**src/rtl/midi_pkg.sv**
```systemverilog
// Shared types for the MIDI parser: parse states, status nibbles and decoded event kinds.
// Pure declarations, no logic, no latency.
// No flow control of its own; used by midi_parser and midi_status_decode.
package midi_pkg;

    typedef enum logic [1:0] {ST_IDLE, ST_D1, ST_D2, ST_SKIP} state_t;
    typedef enum logic [1:0] {EV_NONE, EV_NOTE_OFF, EV_NOTE_ON, EV_CC} evt_t;

    localparam logic [3:0] NIB_NOTE_OFF = 4'h8;
    localparam logic [3:0] NIB_NOTE_ON  = 4'h9;
    localparam logic [3:0] NIB_POLY_AT  = 4'hA;
    localparam logic [3:0] NIB_CTRL     = 4'hB;
    localparam logic [3:0] NIB_PROG     = 4'hC;
    localparam logic [3:0] NIB_CHAN_AT  = 4'hD;
    localparam logic [3:0] NIB_BEND     = 4'hE;

    localparam logic [7:0] REALTIME_MIN = 8'hF8;
    localparam logic [7:0] SYSCOM_MIN   = 8'hF0;

endpackage

```
**src/rtl/midi_status_decode.sv**
```systemverilog
// Combinational classification of a MIDI byte seen on the status path.
// Zero latency; evt reports CC only when MIDI_CC_EN is defined.
// No backpressure: pure function of the input byte.
module midi_status_decode
    import midi_pkg::*;
(
    input  logic [7:0] status,
    output logic       is_realtime,
    output logic       is_syscom,
    output logic       one_data,
    output logic       two_data,
    output evt_t       evt
);

    always_comb begin
        is_realtime = (status >= REALTIME_MIN);
        is_syscom   = (status >= SYSCOM_MIN) && !is_realtime;
        one_data    = 1'b0;
        two_data    = 1'b0;
        evt         = EV_NONE;
        case (status[7:4])
            NIB_PROG, NIB_CHAN_AT: one_data = 1'b1;
            NIB_POLY_AT, NIB_BEND: two_data = 1'b1;
            NIB_NOTE_OFF: begin
                two_data = 1'b1;
                evt      = EV_NOTE_OFF;
            end
            NIB_NOTE_ON: begin
                two_data = 1'b1;
                evt      = EV_NOTE_ON;
            end
            NIB_CTRL: begin
                two_data = 1'b1;
`ifdef MIDI_CC_EN
                evt      = EV_CC;
`endif
            end
            default: ;
        endcase
    end

endmodule

```
**src/rtl/midi_parser.sv**
```systemverilog
// MIDI byte parser with running status and channel filter; CC events need MIDI_CC_EN.
// Latency: strobes and CHAN/KEY/VAL valid the cycle after the final data byte is sampled.
// No backpressure: one byte per DV cycle, back-to-back accepted, no stall.
module midi_parser
    import midi_pkg::*;
#(
    parameter bit         OMNI        = 1'b1,
    parameter logic [3:0] CHANNEL_SEL = 4'd0
)
(
    input  logic       CLK,
    input  logic       CLR,
    input  logic       CE,
    input  logic       DV,
    input  logic [7:0] DATA,
    output logic       NOTE_ON,
    output logic       NOTE_OFF,
    output logic       CC,
    output logic [3:0] CHAN,
    output logic [6:0] KEY,
    output logic [6:0] VAL
);

    state_t     state;
    evt_t       run_evt;
    logic       run_two;
    logic [3:0] run_chan;
    logic [6:0] key_t;

    logic dec_rt, dec_sys, dec_one, dec_two;
    evt_t dec_evt;

    midi_status_decode u_dec (
        .status      (DATA),
        .is_realtime (dec_rt),
        .is_syscom   (dec_sys),
        .one_data    (dec_one),
        .two_data    (dec_two),
        .evt         (dec_evt)
    );

    logic take, is_data, complete, accept;
    logic fire_on, fire_off, fire_cc, fire;

    // Realtime bytes are dropped before they can touch any state.
    assign take     = CE && DV && !dec_rt;
    assign is_data  = !DATA[7];
    assign complete = take && is_data && (state == ST_D2);
    assign accept   = OMNI || (run_chan == CHANNEL_SEL);

    assign fire_on  = complete && accept && (run_evt == EV_NOTE_ON) && (DATA[6:0] != 7'd0);
    assign fire_off = complete && accept &&
                      ((run_evt == EV_NOTE_OFF) || ((run_evt == EV_NOTE_ON) && (DATA[6:0] == 7'd0)));
`ifdef MIDI_CC_EN
    assign fire_cc  = complete && accept && (run_evt == EV_CC);
`else
    assign fire_cc  = 1'b0;
`endif
    assign fire     = fire_on || fire_off || fire_cc;

    always_ff @(posedge CLK or posedge CLR) begin
        if (CLR) begin
            state    <= ST_IDLE;
            run_evt  <= EV_NONE;
            run_two  <= 1'b0;
            run_chan <= 4'd0;
            key_t    <= 7'd0;
            NOTE_ON  <= 1'b0;
            NOTE_OFF <= 1'b0;
            CHAN     <= 4'd0;
            KEY      <= 7'd0;
            VAL      <= 7'd0;
        end else begin
            NOTE_ON  <= fire_on;
            NOTE_OFF <= fire_off;
            if (fire) begin
                CHAN <= run_chan;
                KEY  <= key_t;
                VAL  <= DATA[6:0];
            end
            if (take) begin
                if (!is_data) begin
                    // A new status always aborts any partial message.
                    if (dec_one || dec_two) begin
                        state    <= ST_D1;
                        run_evt  <= dec_evt;
                        run_two  <= dec_two;
                        run_chan <= DATA[3:0];
                    end else if (dec_sys) begin
                        state    <= ST_SKIP;
                        run_evt  <= EV_NONE;
                    end
                end else begin
                    case (state)
                        ST_D1: begin
                            key_t <= DATA[6:0];
                            if (run_two) state <= ST_D2;
                        end
                        ST_D2:   state <= ST_D1;
                        default: ;
                    endcase
                end
            end
        end
    end

`ifdef MIDI_CC_EN
    always_ff @(posedge CLK or posedge CLR) begin
        if (CLR) CC <= 1'b0;
        else     CC <= fire_cc;
    end
`else
    assign CC = 1'b0;
`endif

endmodule

```
**config.mk**
```make
export PLATFORM = sky130hd
export DESIGN_NAME = midi_parser
export DESIGN_NICKNAME = d
export VERILOG_FILES = /design/src/rtl/midi_pkg.sv /design/src/rtl/midi_status_decode.sv /design/src/rtl/midi_parser.sv
export SDC_FILE = /design/constraint.sdc
export NUM_CORES = 1
export LEC_CHECK = 0
export CAP_MARGIN = 40
export CORE_MARGIN = 2
export CORE_UTILIZATION = 50
export DETAILED_ROUTE_END_ITERATION = 12
export PLACE_DENSITY = 0.74
export SLEW_MARGIN = 20
export SYNTH_ARGS = -nofsm -noshare
export SYNTH_HDL_FRONTEND = slang
export SYNTH_HIERARCHICAL = 1
export SYNTH_SLANG_ARGS = --single-unit
```
**constraint.sdc**
```tcl
create_clock -name CLK -period 2.9 [get_ports CLK]
set_input_delay 0.435 -clock CLK [delete_from_list [all_inputs] [get_ports CLK]]
set_output_delay 0.435 -clock CLK [all_outputs]
set_load 0.02 [all_outputs]
```
# Word level (Yosys, flattened, before mapping)
# Index checks and enable logic that the tools add are counted.
# word_totals
regBits,36
inputBits,12
out_inout_bits,21
wordCells,60
# classes
order_cmp,2
eq_ne,13
n_mux,10
n_bitwise,1
reduce_logical,24
# op_table
op,n
"4-bit equality test, second input constant",7
"8-bit greater-or-equal comparator, second input constant",2
2-bit 2-to-1 mux,6
1-bit logical AND,9
3-bit AND reduction,3
2-bit case mux with 2 select lines,2
7-bit zero test,1
7-bit nonzero test,1
5-bit OR reduction,1
"2-bit by 1-bit equality test with 1-bit output, second input constant",2
"2-bit equality test, second input constant",2
4-bit AND reduction,1
1-bit logical OR,3
"3-bit by 1-bit != test with 1-bit output, second input constant",1
"3-bit != test, second input constant",1
3-bit nonzero test,1
1-bit zero test,2
1-bit 2-to-1 mux,2
2-bit nonzero test,1
2-bit OR reduction,1
1-bit inverter,1

# Longest topological paths before layout
# Gate-level depths: netlist (run 1).
# logic_depth
ltp_word,8
mapped_depth,6
depth_no_buf,5

# By module
# The synthesis (run 1) kept the hierarchy.
# modules_own_cells
mod,n_inst,cells_each,area_each_um2,seq_area_each_um2
midi_parser,1,101,1552.7,900.9
midi_status_decode,1,10,65.1,0.0

# Least setup slack after synthesis (run 1)
# OpenSTA, ideal clock, no wires.
# synth_path
kind,input-to-reg
start,input DATA[7]
end,register run_chan[0]
setup_time_ns,0.125
arrival_time_ns,1.561
required_time_ns,2.775
slack_ns,1.215
stages,6
path_buffers,1
cell_sequence,nand4_1 -> nor2_1 -> and3b_1 -> buf_4 -> o211a_1 -> mux2_2
# synth_via
word_cells_on_any_way,16
# synth_rtl
element,line,source
from (decl),midi_parser.sv:15,"input logic [7:0] DATA,"
8-bit greater-or-equal comparator,midi_status_decode.sv:16,is_realtime = (status >= REALTIME_MIN);
via dec_rt,midi_parser.sv:30,"logic dec_rt, dec_sys, dec_one, dec_two;"
1-bit zero test,midi_parser.sv:46,assign take = CE && DV && !dec_rt;
1-bit logical AND,midi_parser.sv:46,
3-bit AND reduction (no line),n/a,
to (signal assigned),midi_parser.sv:88,run_chan <= DATA[3:0];
to (decl),midi_parser.sv:27,logic [3:0] run_chan;
# The timed path passes the listed nets, and every way through them passes these cells.
# A chain may end at the register's enable or synchronous reset.

# Worst setup path after layout (run 1)
# layout_path
start,input DATA[7]
end,register VAL[5]
# layout_via
elab_chain_len,8
word_cells_on_any_way,10
# layout_lines
element,line,source
8-bit greater-or-equal comparator (*),midi_status_decode.sv:16,
via dec_rt,midi_parser.sv:30,
1-bit zero test (*),midi_parser.sv:46,
1-bit logical AND (*),midi_parser.sv:46,
1-bit logical AND (*) (2 in a row),midi_parser.sv:48,assign complete = take && is_data && (state == ST_D2);
1-bit logical AND (2 in a row),midi_parser.sv:51,assign fire_on = complete && accept && (run_evt == EV_NOTE_ON) && (DATA[6:0] != 7'd0);
1-bit logical OR (*),midi_parser.sv:59,assign fire = fire_on || fire_off || fire_cc;
to (signal assigned),midi_parser.sv:79,VAL <= DATA[6:0];
to (decl),midi_parser.sv:21,output logic [6:0] VAL
# The timed path passes the listed nets; every way through them passes the cells marked *.

==> results of run 1 <==
## kinds of logic after synthesis
kind of cell / after synthesis
compound gates: 12
xor+xnor: 1
buf+inv: 7
flops: 36
mux: 29
other cells: 1
simple gates: 25
## state kept, by name, summed over array words and instances, names as in the netlist
signal    cells
KEY           7
VAL           7
key_t         7
CHAN          4
run_chan      4
run_evt       2
state         2
NOTE_OFF      1
NOTE_ON       1
run_two       1
## worst reg2reg max path, stage by stage, from the launching register on
cell     delay [ns]
dfrtp_1        0.46
nor3b_4        0.30
nand3_4        0.31
mux2_4         0.41
## where the power goes
| group | total, mW | internal, mW | switching [mW] |
|---|---|---|---|
| Clock | 0.290 | 0.137 | 0.153 |
| Sequential | 0.618 | 0.575 | 0.0429 |
| Combinational | 0.175 | 0.104 | 0.0710 |
| Total | 1.08 | 0.817 | 0.267 |
## through the flow
stage	std cells	setup slack, ns	util, %
floorplan	111	1.21	-
detailed placement	187	0.440	64.4
global placement	187	0.496	64.4
finish	194	0.799	66.5
global route	194	0.699	66.5
CTS	194	0.794	66.5
## cell usage after synthesis
cell and instances:
a211oi_1 1, a221oi_1 1, o211a_1 1, nand2b_1 3, nand3_4 1, buf_4 2
nor4b_1 1, a22o_1 2, nor3b_4 1, and3b_2 1, and3b_1 1, nand2_1 2
o21ai_0 1, a21boi_0 1, inv_1 3, nand3_1 2, buf_6 2, nor3_1 2
or3_1 1, nor2b_1 2, conb_1 1, o32a_1 1, xor2_1 1, a32o_1 1
nand4bb_1 1, o21a_1 1, nand4b_2 1, mux2_4 10, mux2_2 19, dfrtp_1 36
nand4_1 1, a21oi_1 1, or4_1 1, a21boi_1 1, nor4b_2 1, nor2_1 3
## per-layer routing
layer | routed length [um] | up-vias | share of wire (%) | global-route usage [%]
met2 | 1580 | 34 | 52 | 31.6
met1 | 1260 | 511 | 41 | 24.5
met3 | 162 | 7 | 5.3 | 8.10
li1 | - | 479 | - | -
met5 | 0 | - | 0 | 0
met4 | 59 | 0 | 1.9 | 8.39
## final timing paths
path                            cells after the start            endpoint
max in group asynchronous                           3  KEY[2]$_DFFE_PP0P_
worst min-delay path                                3  VAL[1]$_DFFE_PP0P_
worst min register to register                      1  KEY[2]$_DFFE_PP0P_
worst max-delay path                                6  VAL[5]$_DFFE_PP0P_
worst max register to register                      3  VAL[5]$_DFFE_PP0P_
min in group CLK                                    1  KEY[2]$_DFFE_PP0P_
## final cells by class
class / count / area [um2] / share of cell area [%]
inverters: 3 / 11.3 / 0.550
flip-flops and latches: 36 / 901 / 44.0
clock buffers: 7 / 65.1 / 3.18
repair buffers: 36 / 348 / 17.0
multi-input cells: 68 / 668 / 32.6
well taps: 44 / 55.1 / 2.69
==> qor.yml, run 1 <==
run_status:
  outcome: "complete, no violations"
yosys:
  synthesis.area_um2: 1620
  synth-simple-area-share_pct: 12.1
  synth_area_leader_cell: "dfrtp_1"
  synth-seq-area-share_pct: 55.7
  yosysWarnings: 6
  netlist_instances: 111
  synth.area.top_cells: "dfrtp_1, mux2_2, mux2_4, buf_6, nand2b_1"
  syn_area_per_cell_um2: 14.6
  synthAdderAreaFrac_pct: 0
  synth_top_area_share_pct: 55.7
  synth_compound_area_share_pct: 5.96
  syn_nets: 123
  synth_seq_cells: 36
  synth_xor_area_share_pct: 0.541
  synth_top_family_by_area: "multiplexers"
  synth.area.mux_share_pct: 22.5
  synth_cell_types: 36
setup_path:
  cp.arrival_ns: 2.32
  ff2ff_setup_slack_ns: 1.31
  end_kind: "flip-flop"
  critPathLaunch: "DATA[7]"
  crit_type: "primary input to flip-flop"
  cp.required_ns: 3.12
  r2r-start: "state[0]$_DFFE_PP0P_"
  slowest_delay_ns: 0.46
  path_delay_family: "simple AND/OR/NAND/NOR gates"
  startpoint_type: "primary input"
  worst_path_max_delay_cell: "and3b_1"
  worstPathCellList: "clkdlybuf4s50_1, nand4_1, nor2_1, and3b_1, nand3_4, mux2_4"
  cp.buffers_inverters: 1
  crit_fanout: 18
placement:
  post_dp_cell_area_um2: 1980
  place_congestion: 0.784
  dp_hpwl_um: 2190
  port_buffers: 31
cts:
  hold_buffers: 0
  post_cts_buffers: 0
  clock_latency_ns: 0.33
  path_clk_slew_ns: 0.10
  clock_sinks: 36
  post_cts_resized: 0
  cts_root_buffer: "clkbuf_4"
  cts_buffers: 5
  cts_max_path_buffers: 2
  ctsHtreeMaxLevel: 2
  tritoncts: "done"
timing:
  drv_slew: 0
  fin_crit_sh_pct: 72.5
  fin_crit_ns: 2.10
  whs_ns: 0.495
  setup_viol: 0
  rsz0062_at_grt: "false"
  hold_violations: 0
  fin_skew_ns: 0.00709
  finalSetupTns_ns: 0
  fmaxAchievable_mhz: 476
detailed_routing:
  firstDrtPassIters: 4
  remaining_drc_errors: 0
  drt-vias-per-instance: 5.31
  routed_wirelength_um: 3070
  dr.first_iter.drc_count: 37
  ant_nets: 0
  vias: 1031
  wire_per_inst_um: 15.8
global_routing:
  grt_pass1_wl_um: 5270
  grt_antenna_before_repair: 0
  grt_pass1_vias: 1103
  overflow: 0
  grt_usage_pct: 20.1
  grt_max_degree: 37
layout:
  final_common_cell: "dfrtp_1"
  area_growth_pct: 26.6
  fin_nets: 162
  drive_gt1_share_pct: 30.7
  antennaDiodeCount: 0
  fillers: 254
  stdcell_area_um2: 2050
  layout_common_cells: "dfrtp_1, clkdlybuf4s50_1, mux2_2"
floorplanning:
  start_util_pct: 52.6
  core_area_um2: 3080
  rows: 20
  io_pins: 33
  die_area_um2: 3710
  die_h_um: 60.9
  fp.dieW_um: 60.9
power_and_ir_drop:
  powerDensity_nw_per_um2: 529
  p_leak_nw: 0.970
  peakVddDrop_v: 0.000335
  power_mw: 1.08
worst_hold_path:
  hold_class: "primary input to async pin"
run:
  cap_violations: 0
Power figures use the tool's default switching activity.
==> run 2, diff against run 1 <==
Settings changed: CORE_UTILIZATION 50 to 45, PLACE_DENSITY 0.74 to 0.7.
Clock period 2.9 ns to 1.8 ns, I/O delays scaled along.
==> run 2 against run 1 <==
Worst hold slack worse by 0.17 ns. Sequential share of layout area is 2.5 points lower. Utilization is 2.5 points lower. Clock power is 38% higher. Largest power group unchanged.
==> qor.yml, run 2 (same netlist as run 1, synthesis figures left out) <==
run_status:
  outcome: "complete, no violations"  # unchanged
setup_path:
  crit_type: "primary input to flip-flop"  # unchanged
  cp.required_ns: 2.03  # was 3.12 ns
  worst_path_max_delay_cell: "clkdlybuf4s50_1"  # was and3b_1
  path_depth: 6  # unchanged
  path_delay_family: "simple AND/OR/NAND/NOR gates"  # unchanged
  startpoint_type: "primary input"  # unchanged
  crit_fanout: 6  # was 18
  cp.buffers_inverters: 1  # unchanged
  slowest_delay_ns: 0.45  # was 0.46 ns
  cp.arrival_ns: 1.96  # was 2.32 ns
  end_kind: "flip-flop"  # unchanged
  worstPathCellList: "clkdlybuf4s50_1, nand4_1, nor2_1, and3b_1, o211a_1, mux2_2"  # was clkdlybuf4s50_1, nand4_1, nor2_1, and3b_1, nand3_4, mux2_4
  ff2ff_setup_slack_ns: 0.32  # was 1.31 ns
  rr_worst_depth: 4  # was 3
layout:
  largestRegisters: "KEY x7, VAL x7, key_t x7"  # unchanged
  final_common_cell: "dfrtp_1"  # unchanged
  multi_input_area_um2: 668  # unchanged
  antennaDiodeCount: 0  # unchanged
  area_growth_pct: 34.1  # was 26.6%
  fillers: 278  # was 254
  layout_common_cells: "dfrtp_1, clkdlybuf4s50_1, mux2_2"  # unchanged
  fin_nets: 177  # was 162
  drive_gt1_share_pct: 36.4  # was 30.7%
  stdcell_area_um2: 2170  # was 2050 um2
  seqCellArea_um2: 901  # unchanged
cts:
  clock_sinks: 36  # unchanged
  post_cts_buffers: 0  # unchanged
  post_cts_resized: 0  # unchanged
  path_clk_slew_ns: 0.10  # about the same
  tritoncts: "done"  # unchanged
  cts_max_path_buffers: 2  # unchanged
  clock_latency_ns: 0.34  # was 0.33 ns
  ctsHtreeMaxLevel: 2  # unchanged
  hold_buffers: 0  # unchanged
  cts_buffers: 5  # unchanged
  cts_root_buffer: "clkbuf_4"  # unchanged
detailed_routing:
  ant_nets: 0  # unchanged
  firstDrtPassIters: 4  # unchanged
  remaining_drc_errors: 0  # unchanged
  wire_per_inst_um: 15.4  # was 15.8 um
  drt-vias-per-instance: 5.12  # was 5.31
  vias: 1081  # was 1031
  dr.first_iter.drc_count: 27  # was 37
  routed_wirelength_um: 3240  # was 3070 um
global_routing:
  grt_usage_pct: 19.1  # was 20.1%
  overflow: 0  # unchanged
  grt_antenna_before_repair: 0  # unchanged
  grt_pass1_vias: 1185  # was 1103
  grt_max_degree: 37  # unchanged
  grt_pass1_wl_um: 5860  # was 5270 um
placement:
  dp_hpwl_um: 2400  # was 2190 um
  preCtsSetupSlack_ns: -0.306  # was 0.440 ns
  port_buffers: 31  # unchanged
  post_dp_cell_area_um2: 2120  # was 1980 um2
  place_congestion: 0.846  # was 0.784
timing:
  fin_crit_sh_pct: 96.0
  fin_crit_ns: 1.73
  drv_slew: 0  # unchanged
  whs_ns: 0.326  # was 0.495 ns
  hold_violations: 0  # unchanged
  finalSetupTns_ns: 0  # unchanged
  fin_skew_ns: 0.00516  # was 0.00709 ns
  fin_ws_ns: 0.0712  # was 0.799 ns
  setup_viol: 0  # unchanged
  fmaxAchievable_mhz: 578
  rsz0062_at_grt: "false"  # unchanged
power_and_ir_drop:
  peakVddDrop_v: 0.000485  # was 0.000335 V
  powerDensity_nw_per_um2: 786  # was 529 nW/um2
  p_leak_nw: 1.04  # was 0.970 nW
  power_mw: 1.71  # was 1.08 mW
floorplanning:
  io_pins: 33  # unchanged
  core_area_um2: 3390  # was 3080 um2
  die_area_um2: 4090  # was 3710 um2
  die_h_um: 64.0  # was 60.9 um
  fp.dieW_um: 64.0  # was 60.9 um
  rows: 21  # was 20
  start_util_pct: 47.7  # was 52.6%
worst_hold_path:
  hold_class: "primary input to async pin"  # unchanged
run:
  cap_violations: 0  # unchanged
[run 2: through the flow]
stage,utilization [%],std cells
floorplan,-,111
global placement,62.6,204
detailed placement,62.6,204
CTS,64.0,211
global route,64.0,211
finish,64.0,211
[run 2: final timing paths]
kind,from,endpoint
setup reg to reg,state[0]$_DFFE_PP0P_,VAL[5]$_DFFE_PP0P_
max in group asynchronous,CLR,KEY[4]$_DFFE_PP0P_
setup / recovery,DATA[6],run_chan[1]$_DFFE_PP0P_
hold reg to reg,KEY[5]$_DFFE_PP0P_,KEY[5]$_DFFE_PP0P_
min in group CLK,KEY[5]$_DFFE_PP0P_,KEY[5]$_DFFE_PP0P_
hold / removal,CLR,run_evt[1]$_DFFE_PP0P_
[run 2: cell type report]
cell class / instances / share of cell area [%]
sequential: 36 / 41.5
multi-input combinational: 68 / 30.8
timing repair buffer: 51 / 22.4
tap: 46 / 2.65
clock buffer: 6 / 1.90
inverter: 3 / 0.519
clock inverter: 1 / 0.231
[run 2: routing by layer]
metal	global-route usage (%)	up-vias	wire length (um)
li1	-	511	-
met1	23.4	536	1460
met2	31.1	27	1580
met3	6.34	7	151
met4	7.34	0	53
met5	0	-	0
[run 2: tightest hold or removal path: stages]
cell and delay (ns):
clkdlybuf4s50_1 0.39, inv_1 0.05, buf_4 0.39
[run 2: where the power goes]
part | switching (mW) | internal (mW)
clock | 0.256 | 0.144
sequential | 0.0788 | 0.927
combinational | 0.117 | 0.183
total | 0.452 | 1.25
